===== src/rtl/lcd_bus_timing_ctrl.sv =====
// HD44780-style character-LCD write strobe generator: latches one byte per iStart
// rising edge, sequences setup/enable/hold on the bus, then waits the execution time.
module lcd_bus_timing_ctrl #(
  parameter int SETUP_CYC     = 2,
  parameter int EN_CYC        = 16,
  parameter int HOLD_CYC      = 2,
  parameter int EXEC_CYC      = 2000,
  parameter int EXEC_LONG_CYC = 82000,
  parameter int CNT_W         = 17
) (
  input  logic       iCLK,
  input  logic       iRST_N,
  input  logic [7:0] iDATA,
  input  logic       iRS,
  input  logic       iStart,
  output logic       oDone,
  output logic       oBusy,
  output logic [7:0] LCD_DATA,
  output logic       LCD_RW,
  output logic       LCD_EN,
  output logic       LCD_RS
);

  typedef enum logic [2:0] {
    S_IDLE,
    S_SETUP,
    S_ENABLE,
    S_HOLD,
    S_EXEC,
    S_DONE
  } state_t;

  // Counter reload values: a phase lasts reload+1 cycles, so a zero-length phase becomes one cycle.
  localparam logic [CNT_W-1:0] SETUP_LD = CNT_W'((SETUP_CYC     > 1) ? SETUP_CYC     - 1 : 0);
  localparam logic [CNT_W-1:0] EN_LD    = CNT_W'((EN_CYC        > 1) ? EN_CYC        - 1 : 0);
  localparam logic [CNT_W-1:0] HOLD_LD  = CNT_W'((HOLD_CYC      > 1) ? HOLD_CYC      - 1 : 0);
  localparam logic [CNT_W-1:0] EXEC_LD  = CNT_W'((EXEC_CYC      > 1) ? EXEC_CYC      - 1 : 0);
  localparam logic [CNT_W-1:0] LONG_LD  = CNT_W'((EXEC_LONG_CYC > 1) ? EXEC_LONG_CYC - 1 : 0);

  state_t           state_q, state_d;
  logic [CNT_W-1:0] cnt_q, cnt_d;
  logic             long_q, long_d;
  logic             istart_dly_q;
  logic [7:0]       data_q, data_d;
  logic             rs_q, rs_d;
  logic             en_q, en_d;
  logic             done_q, done_d;
  logic             busy_q, busy_d;

  logic             start_edge;
  logic             phase_end;

  always_comb begin
    start_edge = iStart & ~istart_dly_q;
    phase_end  = (cnt_q == '0);

    state_d = state_q;
    cnt_d   = cnt_q;
    long_d  = long_q;
    data_d  = data_q;
    rs_d    = rs_q;

    case (state_q)
      S_IDLE: begin
        if (start_edge) begin
          state_d = S_SETUP;
          cnt_d   = SETUP_LD;
          data_d  = iDATA;
          rs_d    = iRS;
          // Clear Display / Return Home (0x01..0x03) need the long execution wait.
          long_d  = ~iRS & (iDATA[7:2] == 6'd0) & (iDATA != 8'd0);
        end
      end
      S_SETUP: begin
        if (phase_end) begin
          state_d = S_ENABLE;
          cnt_d   = EN_LD;
        end else begin
          cnt_d = cnt_q - CNT_W'(1);
        end
      end
      S_ENABLE: begin
        if (phase_end) begin
          state_d = S_HOLD;
          cnt_d   = HOLD_LD;
        end else begin
          cnt_d = cnt_q - CNT_W'(1);
        end
      end
      S_HOLD: begin
        if (phase_end) begin
          state_d = S_EXEC;
          cnt_d   = long_q ? LONG_LD : EXEC_LD;
        end else begin
          cnt_d = cnt_q - CNT_W'(1);
        end
      end
      S_EXEC: begin
        if (phase_end) begin
          state_d = S_DONE;
          cnt_d   = '0;
        end else begin
          cnt_d = cnt_q - CNT_W'(1);
        end
      end
      S_DONE: begin
        state_d = S_IDLE;
      end
      default: begin
        state_d = S_IDLE;
        cnt_d   = '0;
      end
    endcase

    // Outputs are decoded from the next state so they are registered yet phase-aligned.
    en_d   = (state_d == S_ENABLE);
    done_d = (state_d == S_DONE);
    busy_d = (state_d != S_IDLE);
  end

  always_ff @(posedge iCLK or negedge iRST_N) begin
    if (!iRST_N) begin
      state_q      <= S_IDLE;
      cnt_q        <= '0;
      long_q       <= 1'b0;
      istart_dly_q <= 1'b0;
      data_q       <= '0;
      rs_q         <= 1'b0;
      en_q         <= 1'b0;
      done_q       <= 1'b0;
      busy_q       <= 1'b0;
    end else begin
      state_q      <= state_d;
      cnt_q        <= cnt_d;
      long_q       <= long_d;
      istart_dly_q <= iStart;
      data_q       <= data_d;
      rs_q         <= rs_d;
      en_q         <= en_d;
      done_q       <= done_d;
      busy_q       <= busy_d;
    end
  end

  assign LCD_DATA = data_q;
  assign LCD_RS   = rs_q;
  assign LCD_EN   = en_q;
  assign LCD_RW   = 1'b0;
  assign oDone    = done_q;
  assign oBusy    = busy_q;

endmodule


===== config.mk =====
export PLATFORM = sky130hd
export DESIGN_NAME = lcd_bus_timing_ctrl
export DESIGN_NICKNAME = d
export VERILOG_FILES = /design/src/rtl/lcd_bus_timing_ctrl.sv
export SDC_FILE = /design/constraint.sdc
export NUM_CORES = 1
export LEC_CHECK = 0
export CAP_MARGIN = 40
export CORE_ASPECT_RATIO = 0.8
export CORE_MARGIN = 2
export CORE_UTILIZATION = 57
export CTS_CLUSTER_DIAMETER = 200
export DETAILED_ROUTE_END_ITERATION = 10
export PLACE_DENSITY = 0.83
export SYNTH_ARGS = -nofsm -noshare
export SYNTH_HDL_FRONTEND = slang
export SYNTH_SLANG_ARGS = --single-unit

===== constraint.sdc =====
create_clock -name iCLK -period 5.1 [get_ports iCLK]
set_clock_uncertainty 0.05 [all_clocks]
set_input_delay 1.02 -clock iCLK [delete_from_list [all_inputs] [get_ports iCLK]]
set_output_delay 1.02 -clock iCLK [all_outputs]
set_load 0.05 [all_outputs]

# Word level (Yosys, flattened, before mapping)
# Cells that the tools add are included.
# classes
n_addsub	1
eq_ne	8
muxes	13
bitwise	6
reduce_logical	7
# op_table
op	count
$mux W17	6
$pmux W17 S6	1
$logic_not A17 Y1	1
$sub A17 B1 Y17 const B	1
$mux W3	5
$pmux W3 S5	1
$eq A3 B2 Y1 const B	3
$eq A3 B3 Y1 const B	3
$reduce_bool A8 Y1	1
$logic_not A6 Y1	1
$reduce_and A2 Y1	2
$and A1 B1 Y1	3
$eq A3 B1 Y1 const B	1
$logic_not A3 Y1	1
$not A1 Y1	3
$reduce_bool A3 Y1	1
$ne A2 B2 Y1 const B	1
# totals
regBits	34
input_bits	12
elab_cells	44

# Depth between registers and ports, before layout
# Gate-level depths: netlist of run 1.
# depth
word_depth	5
ltp_mapped	7

# Worst setup path before layout of run 1
# Ideal clock, no wire load.
# synth_path
path_kind	input to register
start	in iStart
end	reg cnt_q[8]
setup_time_ns	0.096
t_arrival_ns	2.231
required_ns	4.954
setup_slack_ns	2.723
stages	6
path_buffers	1
path_cell_list	nor2b_1 > or3_1 > a21oi_1 > clkbuf_1 > o21ai_0 > o31ai_1
# synth_between
elab_chain_cells	3
# synth_rtl
element	line_no	text
start, declared	15	input logic iStart,
$and A1 B1 Y1	54	start_edge = iStart & ~istart_dly_q;
$ne A2 B2 Y1 (no line)	--	
$reduce_and A2 Y1 (no line)	--	
end signal, assigned	134	cnt_q <= cnt_d;
end, declared	41	logic [CNT_W-1:0] cnt_q, cnt_d;
# No other way between the ends.
# A chain may end at the register's enable or synchronous reset.

# Final worst setup path of run 1
# layout_path
start	reg cnt_q[0]
end	reg cnt_q[9]
# layout_between
elab_chain_cells	3
# layout_rtl
element	line_no	text
$sub A17 B1 Y17 / $logic_not A17 Y1 (equally long branches)	--	
$mux W17 (on tied branches)	--	
$pmux W17 S6 (*)	63	case (state_q)
# Mark *: on every way between the ends. The rest lies on a longest branch, timed or not.

==> impl_metrics.ini, run 1 <==
[power]
vdd_drop_max_mv = 0.183
p_leak_nw = 0.818
power_mw = 0.491
p_per_area_nw_per_um2 = 234

[cts]
post_cts_buffers = 0
cts_tree = yes
cts.sinks = 34
ctsHoldBuffers = 0
insertion_delay_ns = 0.29
h-tree-depth = 2
path_clk_slew_ns = 0.07
cts_resized = 0
cts_buffers = 5
root_buffer = clkbuf_8
clockBufferDepth = 2

[yosys]
synth_ff_type = dfrtp_1
avgSynthCellArea_um2 = 9.82
synth_edf_count = 0
synth.most_common_cell = dfrtp_1
synthArstFlopShare_pct = 100
synth_cell_types = 41
synth_top_cells_by_area = dfrtp_1 49%, mux2_2 5.8%, o21ai_0 4.6%
ys.warnings.count = 0
synth_top_cell_by_area = dfrtp_1
synth_nets = 190
netlist_instances = 177
synth_common_cells = 34 x dfrtp_1, 17 x nand2_1, 16 x o21ai_0
synth.top_cell.area_share_pct = 49.0
ys_seq_area_share_pct = 49.0
synth-seq-cells = 34
synth_area_um2 = 1740

[worst_setup_path]
critPathMaxStageDelay_ns = 0.52
end_kind = flip-flop
cpMaxStageDelayCell = or4b_4
cp-start-kind = flip-flop
crit_fanout = 7
critical-path-top-delay-family = simple AND/OR/NAND/NOR gates
crit_type = reg2reg
arrival_ns = 2.85
cp.required_ns = 5.21
crit_buf_inv = 1
path_cells = inv_1, ha_1, or4b_4, nor4_4, nand2_1, o21ai_0, o211ai_1

[sta]
hold_ws_ns = 0.431
fin_tns_setup_ns = 0
max-slew-margin-rel_pct = 45.0
period_share_pct = 53.7
fin_crit_ns = 2.74
rsz0062_at_grt = no
worstMarginPinSlew_ns = 0.823
slew_viol_final = 0
setup_viol_count_final = 0
achievable-frequency_mhz = 365
finalHoldViolCount = 0

[placement]
place_area_um2 = 2000
port_buffers = 23
gp_congestion = 0.860
dp_cells = 234
dp_hpwl_um = 2800

[final_layout]
finalInstanceArea_um2 = 2100
fill_cells = 192
drive_above_1_share_pct = 12.7
layout-area-overhead-vs-synth_pct = 20.6
n_antenna_cell = 0
instances_no_fill = 242
layout.nets = 216

[floorplanning]
initial_core_util_pct = 61.4
die_x_um = 65.7
dieArea_um2 = 3510
design.core.area_um2 = 2830
ios = 25
fp.dieH_um = 53.4
rows = 17

[route]
highest_layer = met4
wl_per_cell_um = 16.0
wl_met2_um = 1820
met3_length_um = 212
finalWirelength_um = 3880
vias_per_cell = 6.22
drt_pass1_iterations = 5
via_count = 1505
drt-initial-drc-count = 175
drtAntennaViolNets = 0
remaining_drc_errors = 0
m1WireLength_um = 1780

[global_routing]
grt_pass1_vias = 1410
grt_usage_pct = 25.3
grt_max_degree = 35
grt_pass1_wl_um = 6430
grt_overflow = 0
antenna_found_initial = 0

[job]
drv_cap = 0

[worst_hold_path]
hold_class = reg2reg

[run_status]
status = finished clean
-- worst register-to-register path: cells and delay by family, from the launching register on --
family | cells | cell delay [ns]
AND/OR/NAND/NOR | 3 | 1.20
AO/OA/AOI/OAI | 2 | 0.57
flip-flops | 1 | 0.44
adder cells (fa/ha/maj) | 1 | 0.22
buffers and inverters | 1 | 0.13
-- sequential cells by signal, indices dropped and copies added, names as in the netlist --
name	count
LCD_EN	1
long_q	1
oBusy	1
oDone	1
state_q	3
LCD_DATA	8
cnt_q	17
istart_dly_q	1
LCD_RS	1
-- cell type report --
class                           count  area (um^2)  share of cell area (%)
Clock buffer                        7         86.3                    4.12
Clock inverter                      1         5.00                   0.239
Inverter                            5         18.8                   0.896
Multi-Input combinational cell    131          838                    40.0
Sequential cell                    34          851                    40.6
Tap cell                           38         47.5                    2.27
Timing Repair Buffer               26          249                    11.9
-- power by group --
| group | leakage [nW] | total [mW] | switching [mW] | internal [mW] |
|---|---|---|---|---|
| combinational | 0.380 | 0.0179 | 0.00931 | 0.00857 |
| sequential | 0.390 | 0.270 | 0.000192 | 0.270 |
| clock | 0.0482 | 0.203 | 0.0943 | 0.109 |
| total | 0.818 | 0.491 | 0.104 | 0.387 |
-- routing by layer --
layer  vias up  GRT usage (%)
li1        711              -
met1       721           32.6
met2        66           40.6
met3         7           5.32
met4         0           12.5
met5         -              0
-- cells in the final DEF, fill, tap and decap left out, types with 2 or more instances in the layout --
master / count
a21o_1: 2
a21oi_1: 11
a31oi_1: 3
and2_0: 2
buf_4: 2
clkbuf_8: 6
clkdlybuf4s50_1: 23
dfrtp_1: 34
inv_1: 5
mux2_2: 9
nand2_1: 17
nand3_1: 5
nor2_1: 13
nor2b_1: 3
nor3_1: 4
nor4_1: 3
o211ai_1: 2
o21ai_0: 16
o22ai_1: 2
o311ai_0: 4
o31ai_1: 5
or3_1: 6
or4b_4: 2
xnor2_1: 2
xor2_1: 3
-- cells by family after synthesis --
kind of cell               after synthesis  synth area share (%)
DFF                                     34                  49.0
adders and majority gates                1                 0.720
and+or+nand+nor                         63                  20.0
other                                    1                 0.216
xor gates and xnor gates                 5                  2.52
muxes                                    9                  5.83
AOI/OAI and AO/OA                       52                  18.9
buffers and inverters                   12                  2.81
-- per-stage QoR --
step / worst slack, ns / utilization (%)
CTS: 2.38 / 74.1
global placement: 1.92 / 70.5
global route: 2.17 / 74.1
finish: 2.36 / 74.1
detailed placement: 2.33 / 70.9
floorplan: 2.72 / -
-- path summary, 6_finish.rpt --
kind / slack (ns) / to / depth (start not counted) / from
worst min register to register: 0.43 / cnt_q[15]$_DFFE_PN0P_ / 1 / cnt_q[15]$_DFFE_PN0P_
max in group asynchronous: 3.61 / cnt_q[6]$_DFFE_PN0P_ / 2 / iRST_N
min in group asynchronous: 1.08 / oDone$_DFF_PN0_ / 2 / iRST_N
worst max register to register: 2.36 / cnt_q[9]$_DFFE_PN0P_ / 7 / cnt_q[0]$_DFFE_PN0P_
worst max-delay path: 2.36 / cnt_q[9]$_DFFE_PN0P_ / 7 / cnt_q[0]$_DFFE_PN0P_
worst min-delay path: 0.43 / cnt_q[15]$_DFFE_PN0P_ / 1 / cnt_q[15]$_DFFE_PN0P_
No activity file was read; power rests on OpenSTA's default activity.
==> run 2: changes to the inputs <==
--- a/config.mk
+++ b/config.mk
@@ -8,10 +8,10 @@
 export CAP_MARGIN = 40
 export CORE_ASPECT_RATIO = 0.8
 export CORE_MARGIN = 2
-export CORE_UTILIZATION = 57
+export CORE_UTILIZATION = 48
 export CTS_CLUSTER_DIAMETER = 200
 export DETAILED_ROUTE_END_ITERATION = 10
-export PLACE_DENSITY = 0.83
+export PLACE_DENSITY = 0.75
 export SYNTH_ARGS = -nofsm -noshare
 export SYNTH_HDL_FRONTEND = slang
 export SYNTH_SLANG_ARGS = --single-unit
==> constraint.sdc (replaced) <==
create_clock -name iCLK -period 2.2 [get_ports iCLK]
set_clock_uncertainty 0.05 [all_clocks]
set_input_delay 0.44 -clock iCLK [delete_from_list [all_inputs] [get_ports iCLK]]
set_output_delay 0.44 -clock iCLK [all_outputs]
set_load 0.05 [all_outputs]
==> impl_metrics.ini, run 2 (same netlist as run 1, synthesis figures left out) <==
[route]
remaining_drc_errors = 0
highest_layer = met4
wl_met2_um = 2230
m1WireLength_um = 1950
vias_per_cell = 5.78
finalWirelength_um = 4540
drt-initial-drc-count = 104
wl_per_cell_um = 16.3
met3_length_um = 310
drtAntennaViolNets = 0
via_count = 1614
drt_pass1_iterations = 4

[job]
drv_cap = 0

[cts]
ctsHoldBuffers = 0
cts.sinks = 34
root_buffer = clkbuf_8
path_clk_slew_ns = 0.07
cts_tree = yes
h-tree-depth = 2
cts_buffers = 5
clockBufferDepth = 2
insertion_delay_ns = 0.29

[worst_setup_path]
crit_type = reg2reg
end_kind = flip-flop
cp.required_ns = 2.37
cpMaxStageDelayCell = or4_4
cp_common_cell = or4_4
critPathMaxStageDelay_ns = 0.57
path_cells = or4_4, or4b_4, or4_4, o21ai_1
crit_fanout = 4
cp-start-kind = flip-flop
arrival_ns = 2.37

[final_layout]
final_common_cell = dfrtp_1
largest_register_ffs = 17
n_antenna_cell = 0
regMostFlops = cnt_q
layout-area-overhead-vs-synth_pct = 42.0
drive_above_1_share_pct = 32.9
layout.nets = 249
final_cell_mix = 34 x dfrtp_1, 33 x buf_4, 23 x clkdlybuf4s50_1

[placement]
gp_congestion = 0.831
port_buffers = 23
dp_hpwl_um = 3070

[global_routing]
grt_max_degree = 35
antenna_found_initial = 0
grt_overflow = 0
grt_usage_pct = 23.9
grt_pass1_wl_um = 7580
grt_pass1_vias = 1583

[sta]
fin_crit_ns = 2.20
setup_viol_count_final = 1
achievable-frequency_mhz = 454
period_share_pct = 100
fin_tns_setup_ns = -0.00112
finalHoldViolCount = 0
worstMarginPinSlew_ns = 0.515
max-slew-margin-rel_pct = 65.6
rsz0062_at_grt = yes
slew_viol_final = 0
hold_ws_ns = 0.434
setup_ws_ns = -0.00112

[power]
power_mw = 1.24
p_per_area_nw_per_um2 = 501
p_leak_nw = 1.01
vdd_drop_max_mv = 0.366

[floorplanning]
ios = 25
design.core.area_um2 = 3450
dieArea_um2 = 4120
initial_core_util_pct = 50.4
rows = 19
die_x_um = 71.3
fp.dieH_um = 57.8

[run_status]
status = finished with violations
violations = setup timing

[worst_hold_path]
hold_class = reg2reg
==> run 2: changes by cell type in the layout (fill, tap and decap cells not counted), moves of 3 or more <==
cell,previous run,this run
o21ai_2,0,3
o311ai_0,4,0
o311ai_1,0,3
buf_4,2,33
o21ai_0,16,12
buf_6,0,3
==> run 2: per-layer routing <==
layer,vias to the layer above,GRT usage (%)
met3,6,7.65
met2,64,39.2
met5,-,0
met4,0,5.93
met1,776,31.2
li1,768,-
==> run 2: what timing repair did <==
item / CTS / global route
endpoints found under the hold margin: 0 / 0
resized for setup: 16 / 15
endpoints found under the setup margin: 8 / 22
setup buffers: 5 / 3
pin swaps: 4 / 8
==> run 2: worst max-delay path, delay by kind of cell, from the launching register on <==
kind	cells	cell delay (ns)
AO/OA/AOI/OAI	1	0.13
AND/OR/NAND/NOR	3	1.56
flip-flops	1	0.39
==> run 2: cell type report <==
class | count | area (um^2)
fill | 235 | 980
multi-input combinational | 131 | 925
sequential | 34 | 851
timing repair buffer | 59 | 512
clock buffer | 5 | 68.8
tap | 42 | 52.6
clock inverter | 3 | 40.0
inverter | 5 | 18.8
==> run 2: power breakdown <==
group	internal, mW	switching (mW)	total, mW	leakage [nW]
clock network	0.333	0.235	0.568	0.0579
logic	0.0199	0.0219	0.0419	0.558
registers	0.626	0.000198	0.626	0.390
total	0.979	0.257	1.24	1.01
==> run 2: path summary, 6_finish.rpt <==
kind	start	end	slack (ns)	depth (start not counted)
setup / recovery	cnt_q[9]$_DFFE_PN0P_	cnt_q[15]$_DFFE_PN0P_	-0.001	4
hold / removal	cnt_q[15]$_DFFE_PN0P_	cnt_q[15]$_DFFE_PN0P_	0.43	1
setup reg to reg	cnt_q[9]$_DFFE_PN0P_	cnt_q[15]$_DFFE_PN0P_	-0.001	4
hold reg to reg	cnt_q[15]$_DFFE_PN0P_	cnt_q[15]$_DFFE_PN0P_	0.43	1
max in group asynchronous	iRST_N	cnt_q[8]$_DFFE_PN0P_	1.27	2
min in group asynchronous	iRST_N	LCD_EN$_DFF_PN0_	0.51	2
==> run 2: metrics by stage <==
stage	cell area [um^2]	utilization, %	std cells	worst slack [ns]
floorplan	1740	-	177	0.0706
global placement	2200	63.8	263	0.0468
detailed placement	2200	63.8	263	-0.0406
CTS	2380	69.0	276	-0.0673
global route	2470	71.6	279	-0.0358
finish	2470	71.6	279	-0.00112
